## config.mk

```make
export PLATFORM = sky130hd
export DESIGN_NAME = mc_controller
export DESIGN_NICKNAME = d
export VERILOG_FILES = /design/src/rtl/mc_controller_pkg.sv /design/src/rtl/mc_controller_retire_counter.sv /design/src/rtl/mc_controller.sv
export SDC_FILE = /design/constraint.sdc
export NUM_CORES = 1
export LEC_CHECK = 0
export CORE_MARGIN = 3
export CORE_UTILIZATION = 42
export CTS_CLUSTER_SIZE = 12
export DETAILED_ROUTE_END_ITERATION = 8
export GPL_ROUTABILITY_DRIVEN = 0
export PLACE_DENSITY = 0.83
export SLEW_MARGIN = 10
export SYNTH_ARGS = -nofsm -noshare
export SYNTH_HDL_FRONTEND = slang
export SYNTH_SLANG_ARGS = --single-unit
```

## constraint.sdc

```tcl
create_clock -name clk -period 2.12 [get_ports clk]
set_input_delay 0.424 -clock clk [delete_from_list [all_inputs] [get_ports clk]]
set_output_delay 0.424 -clock clk [all_outputs]
set_load 0.05 [all_outputs]
```

## src/rtl/mc_controller_pkg.sv

```systemverilog
// Shared encodings for the multi-cycle controller: opcodes, funct3 codes, state codes
// and the datapath mux/ALU selects consumed by the immediate generator and datapath.
package mc_controller_pkg;

  localparam logic [6:0] OP_LOAD   = 7'b0000011;
  localparam logic [6:0] OP_STORE  = 7'b0100011;
  localparam logic [6:0] OP_RTYPE  = 7'b0110011;
  localparam logic [6:0] OP_ITYPE  = 7'b0010011;
  localparam logic [6:0] OP_BRANCH = 7'b1100011;

  localparam logic [2:0] F3_BEQ = 3'b000;
  localparam logic [2:0] F3_BNE = 3'b001;

  typedef enum logic [3:0] {
    S_FETCH    = 4'd0,
    S_DECODE   = 4'd1,
    S_MEMADR   = 4'd2,
    S_MEMREAD  = 4'd3,
    S_MEMWB    = 4'd4,
    S_MEMWRITE = 4'd5,
    S_EXECR    = 4'd6,
    S_EXECI    = 4'd7,
    S_ALUWB    = 4'd8,
    S_BRANCH   = 4'd9,
    S_TRAP     = 4'd10
  } state_t;

  typedef enum logic [1:0] {
    SRCA_PC    = 2'b00,
    SRCA_OLDPC = 2'b01,
    SRCA_RS1   = 2'b10
  } alu_src_a_t;

  typedef enum logic [1:0] {
    SRCB_RS2  = 2'b00,
    SRCB_IMM  = 2'b01,
    SRCB_FOUR = 2'b10
  } alu_src_b_t;

  typedef enum logic [1:0] {
    ALU_ADD   = 2'b00,
    ALU_SUB   = 2'b01,
    ALU_FUNCT = 2'b10
  } alu_op_t;

  typedef enum logic [1:0] {
    RES_ALUOUT  = 2'b00,
    RES_MEMDATA = 2'b01,
    RES_ALU     = 2'b10
  } result_src_t;

  typedef enum logic [1:0] {
    IMM_I    = 2'b00,
    IMM_S    = 2'b01,
    IMM_B    = 2'b10,
    IMM_NONE = 2'b11
  } imm_sel_t;

  typedef struct packed {
    logic        mem_req;
    logic        mem_we;
    logic        adr_src;
    logic        ir_write;
    logic        pc_write;
    logic        reg_write;
    alu_src_a_t  alu_src_a;
    alu_src_b_t  alu_src_b;
    alu_op_t     alu_op;
    result_src_t result_src;
    imm_sel_t    imm_sel;
  } ctrl_t;

  // Instruction class selected at the end of DECODE; unknown opcodes trap.
  function automatic state_t decode_next(input logic [6:0] opcode);
    case (opcode)
      OP_LOAD, OP_STORE: return S_MEMADR;
      OP_RTYPE:          return S_EXECR;
      OP_ITYPE:          return S_EXECI;
      OP_BRANCH:         return S_BRANCH;
      default:           return S_TRAP;
    endcase
  endfunction

endpackage

```

## src/rtl/mc_controller_retire_counter.sv

```systemverilog
// Retired-instruction counter; wraps modulo 2**W and clears asynchronously.
module retire_counter #(
  parameter int W = 32
) (
  input  logic         clk,
  input  logic         rst_n,
  input  logic         inc,
  output logic [W-1:0] count
);

  always_ff @(posedge clk or negedge rst_n) begin
    if (!rst_n) begin
      count <= '0;
    end else if (inc) begin
      count <= count + 1'b1;
    end
  end

endmodule

```

## src/rtl/mc_controller.sv

```systemverilog
// Multi-cycle RV32 subset controller: Moore state register plus a state-decoded
// control word, with the retire counter as a sub-module.
module mc_controller
  import mc_controller_pkg::*;
#(
  parameter int CNT_W = 32
) (
  input  logic             clk,
  input  logic             rst_n,
  input  logic [31:0]      instr,
  input  logic             mem_ready,
  input  logic             alu_zero,
  output logic             mem_req,
  output logic             mem_we,
  output logic             adr_src,
  output logic             ir_write,
  output logic             pc_write,
  output logic             reg_write,
  output logic [1:0]       alu_src_a,
  output logic [1:0]       alu_src_b,
  output logic [1:0]       alu_op,
  output logic [1:0]       result_src,
  output logic [1:0]       imm_sel,
  output logic [3:0]       state_o,
  output logic             illegal,
  output logic [CNT_W-1:0] instret
);

  state_t     state;
  ctrl_t      ctrl;
  logic [6:0] opcode;
  logic [2:0] funct3;
  logic       is_store;
  logic       br_ok;
  logic       retire;
  logic       unused_instr_bits;

  assign opcode            = instr[6:0];
  assign funct3            = instr[14:12];
  assign is_store          = (opcode == OP_STORE);
  assign br_ok             = (funct3 == F3_BEQ) || (funct3 == F3_BNE);
  assign unused_instr_bits = ^{instr[31:15], instr[11:7]};

  always_ff @(posedge clk or negedge rst_n) begin
    if (!rst_n) begin
      state <= S_FETCH;
    end else begin
      case (state)
        S_FETCH:    if (mem_ready) state <= S_DECODE;
        S_DECODE:   state <= decode_next(opcode);
        S_MEMADR:   state <= is_store ? S_MEMWRITE : S_MEMREAD;
        S_MEMREAD:  if (mem_ready) state <= S_MEMWB;
        S_MEMWB:    state <= S_FETCH;
        S_MEMWRITE: if (mem_ready) state <= S_FETCH;
        S_EXECR:    state <= S_ALUWB;
        S_EXECI:    state <= S_ALUWB;
        S_ALUWB:    state <= S_FETCH;
        S_BRANCH:   state <= br_ok ? S_FETCH : S_TRAP;
        S_TRAP:     state <= S_TRAP;
        default:    state <= S_TRAP;
      endcase
    end
  end

  always_comb begin
    ctrl         = '0;
    ctrl.imm_sel = IMM_NONE;
    case (state)
      S_FETCH: begin
        ctrl.mem_req   = 1'b1;
        ctrl.alu_src_b = SRCB_FOUR;
        ctrl.ir_write  = mem_ready;
        ctrl.pc_write  = mem_ready;
      end
      S_DECODE: begin
        ctrl.alu_src_a = SRCA_OLDPC;
        ctrl.alu_src_b = SRCB_IMM;
        ctrl.imm_sel   = IMM_B;
      end
      S_MEMADR: begin
        ctrl.alu_src_a = SRCA_RS1;
        ctrl.alu_src_b = SRCB_IMM;
        ctrl.imm_sel   = is_store ? IMM_S : IMM_I;
      end
      S_MEMREAD: begin
        ctrl.mem_req = 1'b1;
        ctrl.adr_src = 1'b1;
      end
      S_MEMWB: begin
        ctrl.result_src = RES_MEMDATA;
        ctrl.reg_write  = 1'b1;
      end
      S_MEMWRITE: begin
        ctrl.mem_req = 1'b1;
        ctrl.mem_we  = 1'b1;
        ctrl.adr_src = 1'b1;
      end
      S_EXECR: begin
        ctrl.alu_src_a = SRCA_RS1;
        ctrl.alu_src_b = SRCB_RS2;
        ctrl.alu_op    = ALU_FUNCT;
      end
      S_EXECI: begin
        ctrl.alu_src_a = SRCA_RS1;
        ctrl.alu_src_b = SRCB_IMM;
        ctrl.alu_op    = ALU_FUNCT;
        ctrl.imm_sel   = IMM_I;
      end
      S_ALUWB: begin
        ctrl.result_src = RES_ALUOUT;
        ctrl.reg_write  = 1'b1;
      end
      S_BRANCH: begin
        ctrl.alu_src_a  = SRCA_RS1;
        ctrl.alu_src_b  = SRCB_RS2;
        ctrl.alu_op     = ALU_SUB;
        ctrl.result_src = RES_ALUOUT;
        if (funct3 == F3_BEQ)      ctrl.pc_write = alu_zero;
        else if (funct3 == F3_BNE) ctrl.pc_write = !alu_zero;
      end
      default: ;
    endcase
  end

  // Write enables are gated by reset so an abandoned access cannot commit anything.
  assign mem_req    = ctrl.mem_req;
  assign mem_we     = ctrl.mem_we;
  assign adr_src    = ctrl.adr_src;
  assign ir_write   = ctrl.ir_write & rst_n;
  assign pc_write   = ctrl.pc_write & rst_n;
  assign reg_write  = ctrl.reg_write & rst_n;
  assign alu_src_a  = ctrl.alu_src_a;
  assign alu_src_b  = ctrl.alu_src_b;
  assign alu_op     = ctrl.alu_op;
  assign result_src = ctrl.result_src;
  assign imm_sel    = ctrl.imm_sel;
  assign state_o    = state;
  assign illegal    = (state == S_TRAP);

  assign retire = (state == S_MEMWB) ||
                  ((state == S_MEMWRITE) && mem_ready) ||
                  (state == S_ALUWB) ||
                  ((state == S_BRANCH) && br_ok);

  retire_counter #(.W(CNT_W)) u_retire_counter (
    .clk   (clk),
    .rst_n (rst_n),
    .inc   (retire),
    .count (instret)
  );

endmodule

```

==> results.md <==
CTS:
- Buffers inserted to repair hold after CTS numbered 0.
- The clock drives 36 sinks.
- Clock-pin slew was measured on the worst setup and hold paths at 0.08 ns.
- The maximum clock insertion buffer count is 2.
- The clock buffer count from CTS is 5.
- The clock tree root driver cell is sky130_fd_sc_hd__clkbuf_8.
- CTS built an H-tree with a depth of 2.
- The TritonCTS clock tree is done.
- The insertion delay to the later sink of the worst-skew pair is 0.29 ns.

Critical path:
- The worst setup path is launched from a register.
- The path depth of the worst reg2reg path is 7.
- The buffer and inverter count on the worst path is 1.
- Traced cell by cell, the critical path runs through nor2b_4 > or4_4 > o21ai_4 > nand2_4 > buf_12.
- Data on the critical path is required at its endpoint by 1.70 ns.
- In this run the register-to-register setup slack is 0.06 ns.
- The critical path in this run is classified as register to output port.
- Among all stages on the critical path, the largest delay is contributed by sky130_fd_sc_hd__or4_4.
- The top fanout value on the critical path is 5.
- The nature of the critical path endpoint is an output port.
- The terminus of the critical flop-to-flop path is u_retire_counter.count[15].
- For this run, the slowest stage of the critical path takes 0.51 ns.
- The startpoint of the worst-slack reg-to-reg timing path is state_o[1].
- The cell family contributing the most delay on the critical path is simple AND/OR/NAND/NOR gates.
- The launch point of the worst path is state_o[0].
- The data arrival time at the worst-slack endpoint is 1.71 ns.

Floorplanning:
- The core region is 4500 µm².
- In this run the core area contains 24 standard-cell rows.
- The starting utilization of the core area is 0.451.
- In this run the count of I/O pins placed on the die edge is 89.
- The floorplan step set the die height to 75.6 µm.
- The x dimension of the die is 75.6 µm.
- The floorplan step defined a die boundary enclosing 5710 µm².

Synthesis:
- In this run, distinct cell masters in the synthesized netlist total 41.
- The warning count from the yosys run is 0.
- The number of nets in the synthesized netlist is 247.
- The area share of the largest cell type after synthesis is 0.443.
- The xor/xnor cell area share of the yosys netlist is 0.146.
- Sorting the synthesized cells by area gives the leading types as sky130_fd_sc_hd__dfrtp_1, sky130_fd_sc_hd__xnor2_1, sky130_fd_sc_hd__nand3_1.
- The share of the synthesized area in compound gates (AO/OA/AOI/OAI) is 0.0597.
- The primary flip-flop cell chosen by synthesis mapping is sky130_fd_sc_hd__dfrtp_1.
- For this run, asynchronously set or reset flops after synthesis account for 1.00.
- In this run, synthesis produced a sequential element count of 36.
- Of the total synthesized cell area, the portion taken by AND, OR, NAND and NOR gates is 0.302.
- The post-synthesis cell count is 210.
- The dominant combinational cell family by area after synthesis is simple AND/OR/NAND/NOR gates.
- The average instance in the mapped netlist occupies 9.68 µm².
- The cell type with the highest aggregate area in the netlist is sky130_fd_sc_hd__dfrtp_1.
- The share of synthesized area spent on multiplexers is 0.0160.
- The adder-cell share of the synthesized area is 0.00615.
- Of the synthesized area, sequential elements account for 0.443.
- The synthesized netlist occupies a cell area of 2030 µm².
- Counting flops with a built-in enable in the synthesized netlist gives 0.

STA:
- Across the routed clock network, the largest skew measured is 0.00763 ns.
- The final count of hold timing violations is 0.
- Setup repair after global routing could not meet its margin everywhere.
- The worst slew margin relative to its limit is 0.656.
- The highest achievable clock rate is 468 MHz.
- The share of the clock period used by the worst path after layout is 1.01.
- The setup-violating endpoint count in the final report is 2.
- The time the final worst path needs with I/O delays and setup is 2.14 ns.
- For the pin with the worst max-slew slack, the measured transition is 0.514 ns.
- The final-layout setup total negative slack is -0.0283 ns.
- The least setup slack across all paths after layout is -0.0184 ns.
- The max-slew violation total from the final report came to 0.

Detailed routing:
- Detailed routing inserted a total of 2,039 vias.
- The met2 layer wire length in the routed design is 3.25 mm.
- The DRC violation count after routing is 0.
- In the routed layout, each cell is associated on average with a via count of 5.76.
- For this block, wires on met1 add up to 2.42 mm.
- The violation count after the first detailed-route iteration is 132.
- The pre-antenna-repair detailed-routing pass consisted of 4 iterations.
- The final layout contains routed wiring with a total length of 6.08 mm.
- Dividing the detail-routed wire length by the instance count gives 17.2 µm.
- The post-route antenna net violation count is 0.
- The routed design uses 310 µm of met3 wire.
- The highest layer touched by signal routing is met4.

Global routing:
- The leftover overflow at the end of global routing is 0.
- The via count of the first global-routing pass is 1,941.
- Entering global routing, the biggest net connects 37 pins.
- The global routing usage summed across all routing layers is 0.213.
- The initial antenna violation count came to 0.
- The first-pass GRT wire length is 9.29 mm.

Power and ir drop:
- The portion of total power attributed to sequential cells is 0.216.
- The switching share of power is 0.449.
- The maximum resistive drop on vdd is 0.941 mV.
- The switching power is 1.87 mW.
- In this run the static leakage power is 1.43 nW.
- The internal portion of the total power is 2.29 mW.
- Of the total power, combinational logic draws 0.641.
- The share of power burned in the clock network is 0.144.
- Power spread over the standard cell area amounts to 1240 nW/µm².

Flow run:
- The count of maximum capacitance violations is 0.

Finish:
- The area growth from synthesis to layout is 64.4%.
- Leaving out fill and tap cells, the most frequent cell in the layout is sky130_fd_sc_hd__clkdlybuf4s50_1.
- The post-layout net count is 338.
- The multi-input logic area is 1240 µm².
- The finished cells cover 3340 µm².
- Leaving out fill and tap cells, the most frequent cells in the layout are sky130_fd_sc_hd__clkdlybuf4s50_1, sky130_fd_sc_hd__dfrtp_1, sky130_fd_sc_hd__buf_4.
- Across the whole layout, storage elements account for 906 µm².
- The fraction of layout instances using a drive strength above 1 is 0.301.
- After filler insertion, the fill cell instance count of the layout stands at 312.
- The count of inserted antenna diode cells is 0.

Run status:
- The run finished, with violations left.
- The final reports fail on negative setup slack.

Placed design:
- Summing all placed instances gives a cell area of 3030 µm².
- Summed over all nets, the half-perimeter wirelength after detailed placement is 4.05 mm.
- During placement, the flow inserted port buffers numbering 65.

Hold path:
- The path class of the lowest-slack min-delay path is input pin to async pin.
how the worst max path moves through the flow:
stage	cells after the start	end
finish	5	imm_sel[0]
global route	5	pc_write
CTS	5	imm_sel[0]
detailed placement	6	imm_sel[0]
global placement	7	pc_write
floorplan	5	pc_write
logic make-up (layout without fill, tap and decap cells):
family | count (synthesis) | count (layout)
fa+ha+maj | 1 | 1
flops | 36 | 36
buf+inv | 11 | 103
simple gates | 106 | 106
mux | 3 | 3
xor+xnor | 34 | 34
compound gates | 18 | 18
other cells | 1 | 1
worst reg2reg max path, stage by stage, from the launching register on:
cell	delay, ns
sky130_fd_sc_hd__dfrtp_2	0.46
sky130_fd_sc_hd__buf_4	0.18
sky130_fd_sc_hd__buf_4	0.16
sky130_fd_sc_hd__nand2b_1	0.15
sky130_fd_sc_hd__o32a_1	0.22
sky130_fd_sc_hd__a21bo_2	0.31
sky130_fd_sc_hd__nor4_4	0.31
sky130_fd_sc_hd__xor2_1	0.19
cell usage after synthesis (2+ instances only):
library cell / count
sky130_fd_sc_hd__or2_2: 3
sky130_fd_sc_hd__o21ai_0: 5
sky130_fd_sc_hd__buf_4: 2
sky130_fd_sc_hd__and3_1: 9
sky130_fd_sc_hd__clkbuf_1: 5
sky130_fd_sc_hd__xor2_1: 7
sky130_fd_sc_hd__nor4_2: 3
sky130_fd_sc_hd__nand4_1: 13
sky130_fd_sc_hd__mux2_2: 2
sky130_fd_sc_hd__nor3_1: 8
sky130_fd_sc_hd__or4_1: 2
sky130_fd_sc_hd__nor2_1: 14
sky130_fd_sc_hd__nor2b_1: 5
sky130_fd_sc_hd__nor3b_1: 2
sky130_fd_sc_hd__and4_1: 5
sky130_fd_sc_hd__dfrtp_1: 36
sky130_fd_sc_hd__a21oi_1: 3
sky130_fd_sc_hd__a21o_1: 2
sky130_fd_sc_hd__inv_1: 2
sky130_fd_sc_hd__nand3_1: 18
sky130_fd_sc_hd__nand2b_1: 5
sky130_fd_sc_hd__xnor2_1: 27
sky130_fd_sc_hd__nand2_1: 13
sky130_fd_sc_hd__buf_2: 2
area by class of cell:
cell class              instances  area share
inverters                       2     0.00300
flip-flops and latches         36       0.271
repair buffers                 93       0.302
well taps                      52      0.0195
multi-input cells             163       0.371
clock inverters                 3      0.0127
clock buffers                   5      0.0206
state kept, by name (all words and copies together), names as in the netlist:
register / cells
u_retire_counter.count: 32
state_o: 4
per-stage QoR:
stage / std cells / setup WS [ns] / hold slack [ns] / total power [mW] / utilization
floorplan: 210 / -0.283 / 0.128 / 2.32 / -
global placement: 332 / 0.0755 / 0.459 / 3.21 / 0.674
detailed placement: 332 / 0.0581 / 0.466 / 3.24 / 0.674
CTS: 352 / -0.0115 / 0.266 / 4.01 / 0.723
global route: 354 / -0.0751 / 0.299 / 4.31 / 0.742
finish: 354 / -0.0184 / 0.250 / 4.16 / 0.742
per-layer routing:
| layer | global-route usage | vias up |
|---|---|---|
| met5 | 0 | - |
| met1 | 0.274 | 1011 |
| li1 | - | 930 |
| met3 | 0.0528 | 13 |
| met2 | 0.364 | 85 |
| met4 | 0.0447 | 0 |
timing repair:
action                                  4_1_cts  5_1_grt
pin swaps                                     2        1
endpoints found under the setup margin        5        6
gates resized for setup                       7       12
setup buffers                                12        2
hold endpoints to repair                      0        0
power by group through the flow:
stage | clock network [mW] | logic [mW] | registers (mW)
finish | 0.598 | 2.66 | 0.896
global route | 0.630 | 2.78 | 0.908
CTS | 0.609 | 2.52 | 0.881
detailed placement | 0 | 2.30 | 0.940
global placement | 0 | 2.28 | 0.935
floorplan | 0 | 1.19 | 1.13
Power figures use the tool's default switching activity.
